### config.mk
export PLATFORM = sky130hd
export DESIGN_NAME = accum_engine_param_flat
export DESIGN_NICKNAME = d
export VERILOG_FILES = /design/src/rtl/accum_engine_param_if.sv /design/src/rtl/accum_engine_param.sv /design/src/flat_wrapper.sv
export SDC_FILE = /design/constraint.sdc
export NUM_CORES = 1
export LEC_CHECK = 0
export ABC_AREA = 1
export CORE_MARGIN = 5
export CORE_UTILIZATION = 56
export DETAILED_ROUTE_END_ITERATION = 16
export GPL_TIMING_DRIVEN = 0
export HOLD_SLACK_MARGIN = 0.06
export PLACE_DENSITY = 0.83
export SYNTH_ARGS = -nofsm -noshare
export SYNTH_HDL_FRONTEND = slang
export SYNTH_SLANG_ARGS = --single-unit
### constraint.sdc
create_clock -name MCLK -period 3.4 [get_ports MCLK]
set_clock_uncertainty 0.05 [all_clocks]
set_input_delay 1.02 -clock MCLK [delete_from_list [all_inputs] [get_ports MCLK]]
set_output_delay 1.02 -clock MCLK [all_outputs]
set_load 0.02 [all_outputs]
### src/rtl/accum_engine_param_if.sv
// Switch/button inputs, display select and accumulator status outputs of the accumulator engine.
// The master side drives the inputs and the slave side drives the results.
interface accum_engine_param_if #(
    parameter int DATA_W = 8,
    parameter int ACC_W  = 16,
    parameter int CNT_W  = 8
);
    logic [DATA_W-1:0] din;
    logic              load_btn;
    logic              add_btn;
    logic              clear_btn;
    logic              mode;
    logic [2:0]        sel;
    logic [ACC_W-1:0]  acc_out;
    logic [CNT_W-1:0]  count_out;
    logic              ovf;
    logic              busy;
    logic [7:0]        disp_out;

    modport master (
        output din, load_btn, add_btn, clear_btn, mode, sel,
        input  acc_out, count_out, ovf, busy, disp_out
    );

    modport slave (
        input  din, load_btn, add_btn, clear_btn, mode, sel,
        output acc_out, count_out, ovf, busy, disp_out
    );
endinterface

### src/rtl/accum_engine_param.sv
// Button-driven wrap/saturate accumulator with operation counter and registered display mux.
// Accumulate lands two edges after the press is sampled; presses during EXEC are dropped, nothing queues.
module accum_engine_param #(
    parameter int DATA_W   = 8,
    parameter int ACC_W    = 16,
    parameter int CNT_W    = 8,
    parameter int SATURATE = 0
) (
    input  logic                 MCLK,
    input  logic                 rst_n,
    accum_engine_param_if.slave  bus
);
    typedef enum logic {IDLE = 1'b0, EXEC = 1'b1} state_t;

    state_t            state_q, state_d;
    logic              load_q, add_q, clear_q;
    logic [DATA_W-1:0] operand_q, operand_d;
    logic [ACC_W-1:0]  op_q, op_d;
    logic              mode_q, mode_d;
    logic [ACC_W-1:0]  acc_q, acc_d;
    logic [CNT_W-1:0]  cnt_q, cnt_d;
    logic              ovf_q, ovf_d;
    logic [7:0]        disp_q, disp_d;

    logic              clear_p, load_p, add_p;
    logic [ACC_W:0]    sum_w, diff_w;
    logic [ACC_W-1:0]  exec_res;
    logic              exec_ovf;
    logic [31:0]       acc_pad;
    logic [7:0]        op_byte, cnt_byte;

    // Priority clear > load > add: a lower pulse in the same cycle is discarded.
    assign clear_p = bus.clear_btn & ~clear_q;
    assign load_p  = bus.load_btn  & ~load_q  & ~clear_p;
    assign add_p   = bus.add_btn   & ~add_q   & ~clear_p & ~load_p;

    assign sum_w  = {1'b0, acc_q} + {1'b0, op_q};
    assign diff_w = {1'b0, acc_q} - {1'b0, op_q};

    always_comb begin
        exec_ovf = 1'b0;
        exec_res = acc_q;
        if (mode_q) begin
            exec_ovf = diff_w[ACC_W];
            exec_res = (exec_ovf && SATURATE != 0) ? '0 : diff_w[ACC_W-1:0];
        end else begin
            exec_ovf = sum_w[ACC_W];
            exec_res = (exec_ovf && SATURATE != 0) ? '1 : sum_w[ACC_W-1:0];
        end
    end

    always_comb begin
        state_d   = state_q;
        operand_d = operand_q;
        op_d      = op_q;
        mode_d    = mode_q;
        acc_d     = acc_q;
        cnt_d     = cnt_q;
        ovf_d     = ovf_q;
        if (clear_p) begin
            acc_d   = '0;
            cnt_d   = '0;
            ovf_d   = 1'b0;
            state_d = IDLE;
        end else begin
            if (load_p) begin
                operand_d = bus.din;
            end
            case (state_q)
                IDLE: begin
                    if (add_p) begin
                        state_d = EXEC;
                        op_d    = ACC_W'(operand_q);
                        mode_d  = bus.mode;
                    end
                end
                EXEC: begin
                    acc_d   = exec_res;
                    cnt_d   = cnt_q + CNT_W'(1);
                    ovf_d   = ovf_q | exec_ovf;
                    state_d = IDLE;
                end
                default: state_d = IDLE;
            endcase
        end
    end

    // Narrow fields are zero-padded up to a full display byte.
    assign acc_pad = 32'(acc_q);

    generate
        if (DATA_W >= 8) begin : g_op_wide
            assign op_byte = operand_q[7:0];
        end else begin : g_op_narrow
            assign op_byte = 8'(operand_q);
        end
        if (CNT_W >= 8) begin : g_cnt_wide
            assign cnt_byte = cnt_q[7:0];
        end else begin : g_cnt_narrow
            assign cnt_byte = 8'(cnt_q);
        end
    endgenerate

    always_comb begin
        disp_d = 8'h00;
        case (bus.sel)
            3'd0:    disp_d = acc_pad[7:0];
            3'd1:    disp_d = acc_pad[15:8];
            3'd2:    disp_d = acc_pad[23:16];
            3'd3:    disp_d = acc_pad[31:24];
            3'd4:    disp_d = op_byte;
            3'd5:    disp_d = cnt_byte;
            3'd6:    disp_d = {5'b00000, ovf_q, state_q == EXEC, mode_q};
            default: disp_d = 8'h00;
        endcase
    end

    always_ff @(posedge MCLK) begin
        if (!rst_n) begin
            state_q   <= IDLE;
            load_q    <= 1'b0;
            add_q     <= 1'b0;
            clear_q   <= 1'b0;
            operand_q <= '0;
            op_q      <= '0;
            mode_q    <= 1'b0;
            acc_q     <= '0;
            cnt_q     <= '0;
            ovf_q     <= 1'b0;
            disp_q    <= 8'h00;
        end else begin
            state_q   <= state_d;
            load_q    <= bus.load_btn;
            add_q     <= bus.add_btn;
            clear_q   <= bus.clear_btn;
            operand_q <= operand_d;
            op_q      <= op_d;
            mode_q    <= mode_d;
            acc_q     <= acc_d;
            cnt_q     <= cnt_d;
            ovf_q     <= ovf_d;
            disp_q    <= disp_d;
        end
    end

    assign bus.acc_out   = acc_q;
    assign bus.count_out = cnt_q;
    assign bus.ovf       = ovf_q;
    assign bus.busy      = (state_q == EXEC);
    assign bus.disp_out  = disp_q;
endmodule

### src/flat_wrapper.sv
// flat-port wrapper written by rule: the top's interface ports become plain ports
module accum_engine_param_flat 
#(
    parameter int DATA_W   = 8,
    parameter int ACC_W    = 16,
    parameter int CNT_W    = 8,
    parameter int SATURATE = 0
)
  (MCLK, rst_n, bus_din, bus_load_btn, bus_add_btn, bus_clear_btn, bus_mode, bus_sel, bus_acc_out, bus_count_out, bus_ovf, bus_busy, bus_disp_out);
  accum_engine_param_if #(.DATA_W(DATA_W), .ACC_W(ACC_W), .CNT_W(CNT_W)) bus_i ();
  input  logic MCLK;
  input  logic rst_n;
  input wire logic [$bits(bus_i.din)-1:0] bus_din;
  input wire logic [$bits(bus_i.load_btn)-1:0] bus_load_btn;
  input wire logic [$bits(bus_i.add_btn)-1:0] bus_add_btn;
  input wire logic [$bits(bus_i.clear_btn)-1:0] bus_clear_btn;
  input wire logic [$bits(bus_i.mode)-1:0] bus_mode;
  input wire logic [$bits(bus_i.sel)-1:0] bus_sel;
  output wire logic [$bits(bus_i.acc_out)-1:0] bus_acc_out;
  output wire logic [$bits(bus_i.count_out)-1:0] bus_count_out;
  output wire logic [$bits(bus_i.ovf)-1:0] bus_ovf;
  output wire logic [$bits(bus_i.busy)-1:0] bus_busy;
  output wire logic [$bits(bus_i.disp_out)-1:0] bus_disp_out;
  assign bus_i.din = bus_din;
  assign bus_i.load_btn = bus_load_btn;
  assign bus_i.add_btn = bus_add_btn;
  assign bus_i.clear_btn = bus_clear_btn;
  assign bus_i.mode = bus_mode;
  assign bus_i.sel = bus_sel;
  assign bus_acc_out = bus_i.acc_out;
  assign bus_count_out = bus_i.count_out;
  assign bus_ovf = bus_i.ovf;
  assign bus_busy = bus_i.busy;
  assign bus_disp_out = bus_i.disp_out;
  accum_engine_param #(.DATA_W(DATA_W), .ACC_W(ACC_W), .CNT_W(CNT_W), .SATURATE(SATURATE)) u_core (.MCLK(MCLK), .rst_n(rst_n), .bus(bus_i));
endmodule
# Yosys cells after proc, flatten, opt, wreduce, memory -nomap -nowiden

Index checks and enable logic that the tools add are counted.
Widths: inputs -> output; s select.

Add/sub/neg operators: 3
Eq/ne operators: 4
Muxes and demuxes: 5
Bitwise gates (word level): 14
Reduce and logical (&&, ||, !) cells: 4

Operators by type and width:

| kind                | count |
|---|---|
| $pmux 8 s5          | 1 |
| $add 16x8->17       | 1 |
| $sub 16x8->17       | 1 |
| $mux 16             | 1 |
| $eq 3x3->1 const B  | 3 |
| $add 8x1->8 const B | 1 |
| $not 1->1           | 7 |
| $and 1x1->1         | 6 |
| $eq 3x1->1 const B  | 1 |
| $logic_not 3->1     | 1 |
| $reduce_and 3->1    | 1 |
| $mux 1              | 2 |
| $pmux 1 s2          | 1 |
| $reduce_and 2->1    | 1 |
| $reduce_or 2->1     | 1 |
| $or 1x1->1          | 1 |

Register bits after elaboration: 54
Input bits: 17

# Longest topological paths before layout

Gate-level depths: netlist of the first run.

Depth after elaboration: 8
Depth in mapped cells: 14
Depth with buffers taken out: 14

# Worst setup path after synthesis of the first run

Ideal clock, no wire load.

Kind: input port to flip-flop
From: in bus_clear_btn
To: reg u_core.acc_q[1] (netlist: u_core.bus.acc_out[1])
Setup time: 0.095 ns
Arrival time: 1.809 ns
Required time: 3.255 ns
Path slack: 1.446 ns
Cell stages on the path: 6
Path buffers: 1
Cell sequence: nand2_1 inv_1 nor2_1 inv_2 buf_2 a221oi_1

Word-level cells in the longest chain between the ends: 2

RTL lines:

| what                             | RTL line                  | text |
|---|---|---|
| start, declared                  | flat_wrapper.sv:16        | `input wire logic [$bits(bus_i.clear_btn)-1:0] bus_clear_btn;` |
| $and 1x1->1                      | accum_engine_param.sv:33  | `assign clear_p = bus.clear_btn & ~clear_q;` |
| $reduce_or 2->1 (no source line) | --                        |  |
| end signal, assigned             | accum_engine_param.sv:127 | `acc_q <= '0;` |
| end signal, assigned             | accum_engine_param.sv:139 | `acc_q <= acc_d;` |
| end, declared                    | accum_engine_param.sv:20  | `logic [ACC_W-1:0] acc_q, acc_d;` |

Every way passes these cells.
A chain may end at the register's enable or synchronous reset.

# Worst setup path after layout of the first run

From: in rst_n
To: reg u_core.acc_q[6] (netlist: u_core.bus.acc_out[6])

Word-level cells in the longest chain between the ends: 2

RTL lines:

| what                             | RTL line           | text |
|---|---|---|
| start, declared                  | flat_wrapper.sv:12 | `input logic rst_n;` |
| $not 1->1 (no source line)       | --                 |  |
| $reduce_or 2->1 (no source line) | --                 |  |

Every way passes these cells.

==> results of run 1 <==
## registers in the layout, indices dropped and copies added (netlist names)
register	count
u_core.bus.ovf	1
u_core.load_q	1
u_core.bus.disp_out	8
u_core.add_q	1
u_core.op_q	8
u_core.bus.count_out	8
u_core.clear_q	1
u_core.bus.busy	1
u_core.bus.acc_out	16
u_core.op_byte	8
u_core.mode_q	1
## cells in the final DEF (no fill, tap or decap), drive strengths merged, types with 2 or more instances in the layout
cell / count
xor2: 3
fa: 2
a311oi: 3
nand3: 33
nor3: 16
dfxtp: 54
buf: 12
ha: 17
inv: 86
nand4: 4
clkdlybuf4s50: 50
o211ai: 2
o22ai: 14
nor4: 2
nand2: 113
a21oi: 39
nor2: 73
o21ai: 31
clkbuf: 9
## critical path, cell delays in order
cell and delay [ns]:
clkdlybuf4s50_1 0.49, inv_2 0.10, nor2_1 0.56, inv_2 0.12, buf_2 0.23, a21oi_1 0.15
o21ai_1 0.08, inv_1 0.06
## cell type report
cell class,instances,share of cell area
multi-input cells,358,0.4592
flip-flops and latches,54,0.2692
repair buffers,50,0.1246
inverters,85,0.07944
well taps,75,0.02336
plain buffers,16,0.02274
clock buffers,5,0.01713
clock inverters,2,0.004361
## how the worst min path moves through the flow
stage | slack [ns] | start | depth (start not counted) | endpoint
after global placement | 0.41 | u_core.op_byte[5] | 2 | u_core.op_byte[5]
after global routing | 0.46 | u_core.op_byte[2] | 2 | u_core.op_byte[2]
after detailed placement | 0.41 | u_core.op_byte[5] | 2 | u_core.op_byte[5]
after floorplan | 0.39 | u_core.op_byte[1] | 2 | u_core.op_byte[1]
final | 0.43 | u_core.op_byte[2] | 2 | u_core.op_byte[2]
after CTS | 0.43 | u_core.op_byte[5] | 2 | u_core.op_byte[5]
## where the power goes
group	total (W)	switching, W	internal (W)
Sequential	0.000667	0.0000142	0.000653
Combinational	0.000265	0.000171	0.0000946
Clock	0.000381	0.000233	0.000147
Total	0.00131	0.000418	0.000895
## through the flow
| stage | cells | hold WS, ns |
|---|---|---|
| final | 645 | 0.4279 |
| after detailed placement | 638 | 0.4096 |
| after floorplan | 513 | 0.3910 |
| after CTS | 645 | 0.4282 |
| after global routing | 645 | 0.4581 |
| after global placement | 638 | 0.4067 |
## metal layers
metal,GRT usage,part of all wire,routed length (um),vias up
li1,-,-,-,1758
met4,0.09484,0.024,231,0
met1,0.3423,0.43,4207,1637
met5,0,0,0,-
met2,0.4617,0.48,4669,130
met3,0.04730,0.060,577,21
## kinds of logic after synthesis
family | Yosys count | synth area share
and+or+nand+nor | 243 | 0.3125
AOI/OAI and AO/OA | 92 | 0.1542
xor gates and xnor gates | 4 | 0.01050
DFF | 54 | 0.3241
buffers and inverters | 101 | 0.1230
adders and majority gates | 19 | 0.07577
==> flow_summary.toml, run 1 <==
[critical_path]
r2r_start = "u_core.bus.acc_out[0]"
critPathLaunchType = "input pin"
crit_required_ns = 3.61
reg2reg_depth = 11
worstSetupPathType = "in -> reg"
reg2reg_slack_ns = 1.34
crit_fanout = 10
cp-endpoint = "u_core.bus.acc_out[6]"
rr_endpoint = "u_core.bus.acc_out[4]"
worstPathArrival_ns = 2.83
end_kind = "register"
crit_start = "rst_n"

[logic_synthesis]
yosysTopAreaCell = "dfxtp_1"
synth.distinct_cells = 38
synth_edf_count = 0
netlist_area_um2 = 3336
ys_warn_count = 0
syn_inst = 513
synth_common_cells = "nand2_1, inv_1, nor2_1, dfxtp_1, a21oi_1"
synth_top_area_share = 0.3241
yosys.cell_count.top_type = "nand2_1"
yosysSeqAreaShare = 0.3241
ys.flop_type = "dfxtp_1"
syn_area_per_cell_um2 = 6.502
ys_ff_latch = 54
yosys-top-cells-area = "dfxtp_1, nand2_1, inv_1, nor2_1, ha_1"
syn_nets = 549
async_flop_share = 0

[finish]
fillers = 513
seq_area_um2 = 1081
drive_gt1_frac = 0.05614
multiInputGateArea_um2 = 1844
area_delta_synth_final_pct = 20.41
design_area_um2 = 4016
final_core_util = 0.6865
diodes = 0
nNetsFinal = 606

[place]
dp_hpwl_um = 7530
finalWeightedCongestion = 0.9351
pre_cts_slack_ns = 0.4973
port_buffers = 50
placed_cell_area_um2 = 3930

[sta]
final-hold-violation-count = 0
rsz0062_at_grt = "no"
slew_violations = 0
finalSetupViolCount = 0
relSlewSlack = 0.5360
min_period_ns = 2.613
setup_ws_ns = 0.7871
post-route-period-util = 0.7685
worst_pin_slew_ns = 0.6935
fmax_mhz = 382.7
finalSetupTns_ns = 0

[min_path]
hold_path_class = "reg -> reg"

[cts]
clk_pin_slew_ns = 0.11
clock-sinks = 54
cts_setup_buffers = 0
cts_tree = "built"
post_cts_resized = 0
clk_latency_ns = 0.31
cts_hold_buffers = 0
cts_root_buffer = "clkbuf_8"
clockBufferDepth = 2
cts_buffers = 5
htree_levels = 2

[floorplan]
fp.dieW_um = 87.18
dieArea_um2 = 7600
start_util = 0.5701
rows = 28
die_height_um = 87.18
io_pins = 51
core_um2 = 5851

[detailed_routing]
wirelength_um = 9686
postRouteAntennaNets = 0
avgRoutedWirePerCell_um = 15.02
firstDrtPassIters = 5
via_per_inst = 5.498
vias = 3546
drtIter0Drc = 245
drc = 0

[grt]
grt_max_degree = 18
antenna_found_initial = 0
grt_pass1_vias = 3445
grt_pass1_wl_um = 16240
grt_use_total = 0.2704
grt-ovfl-total = 0

[power]
power_density_nw_per_um2 = 326.9
power_w = 0.001313
ir_drop_v = 0.0002331
leakagePower_nw = 1.807

[job]
cap_violations = 0

[status]
status = "completed"
No activity file was read; power rests on OpenSTA's default activity.
==> run 2, diff against run 1 <==
--- a/config.mk
+++ b/config.mk
@@ -7,11 +7,11 @@
 export LEC_CHECK = 0
 export ABC_AREA = 1
 export CORE_MARGIN = 5
-export CORE_UTILIZATION = 56
+export CORE_UTILIZATION = 49
 export DETAILED_ROUTE_END_ITERATION = 16
 export GPL_TIMING_DRIVEN = 0
 export HOLD_SLACK_MARGIN = 0.06
-export PLACE_DENSITY = 0.83
+export PLACE_DENSITY = 0.77
 export SYNTH_ARGS = -nofsm -noshare
 export SYNTH_HDL_FRONTEND = slang
 export SYNTH_SLANG_ARGS = --single-unit
==> constraint.sdc (replaced) <==
create_clock -name MCLK -period 2.3 [get_ports MCLK]
set_clock_uncertainty 0.05 [all_clocks]
set_input_delay 0.69 -clock MCLK [delete_from_list [all_inputs] [get_ports MCLK]]
set_output_delay 0.69 -clock MCLK [all_outputs]
set_load 0.02 [all_outputs]
==> flow_summary.toml, run 2 (synthesis results as in run 1) <==
[status]
status = "completed"

[finish]
final_core_util = 0.6026
final_cell_mix = "nand2_1, inv_1, nor2_1"
area_delta_synth_final_pct = 21.38
drive_gt1_frac = 0.05779
nNetsFinal = 606
diodes = 0
design_area_um2 = 4049
fillers = 650
fin_cells = 651
final_common_cell = "nand2_1"
largest_reg_flops = 16

[place]
finalWeightedCongestion = 0.8755
dp_hpwl_um = 7608
port_buffers = 50
numPlacedInstances = 643
placed_cell_area_um2 = 3936

[cts]
clock-sinks = 54
cts_buffers = 5
cts_root_buffer = "clkbuf_8"
clk_pin_slew_ns = 0.11
clk_latency_ns = 0.31
htree_levels = 2
clockBufferDepth = 2
cts_tree = "built"

[detailed_routing]
via_per_inst = 5.339
avgRoutedWirePerCell_um = 14.99
vias = 3476
wirelength_um = 9758
drtIter0Drc = 210
drc = 0
firstDrtPassIters = 5
postRouteAntennaNets = 0

[critical_path]
crit_path_max_incr_delay_ns = 0.65
worstPathArrival_ns = 1.43
critPathLaunchType = "register"
crit_fanout = 7
rr_endpoint = "u_core.bus.acc_out[4]"
critPathBufInv = 1
crit_required_ns = 1.56
critical-path-top-delay-family = "buffers and inverters"
crit_start = "u_core.bus.acc_out[8]"
cp_cell_sequence = "clkdlybuf4s50_1"
worstSetupPathType = "reg -> out"
reg2reg_slack_ns = 0.22
reg2reg_depth = 11
end_kind = "output pin"
r2r_start = "u_core.bus.acc_out[0]"
cpMaxStageDelayCell = "clkdlybuf4s50_1"

[sta]
post-route-period-util = 0.9427
relSlewSlack = 0.6719
finalSetupTns_ns = 0
worst_pin_slew_ns = 0.4922
rsz0062_at_grt = "no"
finalSetupViolCount = 0
slew_violations = 0
min_period_ns = 2.168
final-hold-violation-count = 0
fmax_mhz = 461.2

[power]
ir_drop_v = 0.0003443
power_w = 0.002038
leakagePower_nw = 1.814
power_density_nw_per_um2 = 503.3

[min_path]
hold_path_class = "reg -> reg"
hold_depth = 2
holdPathEnd = "u_core.op_byte[5]"
min-delay-start = "u_core.op_byte[5]"

[floorplan]
die_height_um = 92.51
rows = 30
core_um2 = 6719
fp.dieW_um = 92.51
start_util = 0.4965
io_pins = 51
dieArea_um2 = 8557

[grt]
grt_use_total = 0.2308
grt_max_degree = 17
grt-ovfl-total = 0
grt_pass1_wl_um = 15800
grt_pass1_vias = 3285
antenna_found_initial = 0

[job]
cap_violations = 0
[run 2: timing repair]
action	4_1_cts	5_1_grt
endpoints found under the setup margin	0	4
hold buffers	0	0
resized for setup	0	1
setup buffers	0	0
[run 2: cell type report]
type,count,area [um2],share of cell area
timing repair buffer,50,500.5,0.1236
sequential,54,1081,0.2670
clock inverter,2,37.54,0.009271
multi-input combinational,358,1847,0.4561
inverter,85,319.1,0.07880
tap,80,100.1,0.02472
buffer,16,91.34,0.02256
clock buffer,6,72.57,0.01792
[run 2: worst max-delay path by stage]
stage,end,slack [ns],depth (start not counted)
6_report,bus_acc_out[8],0.13,1
5_1_grt,bus_acc_out[8],0.05,1
4_1_cts,u_core.bus.acc_out[6],0.07,8
3_5_place_dp,u_core.bus.acc_out[6],-0.25,8
3_3_place_gp,u_core.bus.acc_out[6],-0.20,8
2_1_floorplan,u_core.bus.acc_out[8],0.42,13
[run 2: layer usage]
layer	global-route usage	up-vias	wire, um
met1	0.3049	1603	4336
met2	0.3921	106	4697
met3	0.03087	12	556
li1	-	1755	-
met5	0	-	0
met4	0.06683	0	169
[run 2: power breakdown]
part	switching [W]	total (W)	internal [W]	leakage, nW
sequential	0.0000199	0.000985	0.000965	0.439
clock	0.000333	0.000659	0.000326	0.0514
combinational	0.000254	0.000394	0.000140	1.32
[run 2: stage by stage]
stage,setup slack [ns],hold WS [ns]
floorplan,0.4203,0.3910
global placement,-0.2028,0.4051
detailed placement,-0.2550,0.4058
CTS,0.06978,0.4216
global route,0.04733,0.4383
finish,0.1317,0.4254
==> run 3, diff against run 2 <==
--- a/config.mk
+++ b/config.mk
@@ -12,6 +12,7 @@
 export GPL_TIMING_DRIVEN = 0
 export HOLD_SLACK_MARGIN = 0.06
 export PLACE_DENSITY = 0.77
+export SLEW_MARGIN = 10
 export SYNTH_ARGS = -nofsm -noshare
 export SYNTH_HDL_FRONTEND = slang
 export SYNTH_SLANG_ARGS = --single-unit
==> results of run 3 <==
Final layout, timing and power as in run 2 (identical DEF).
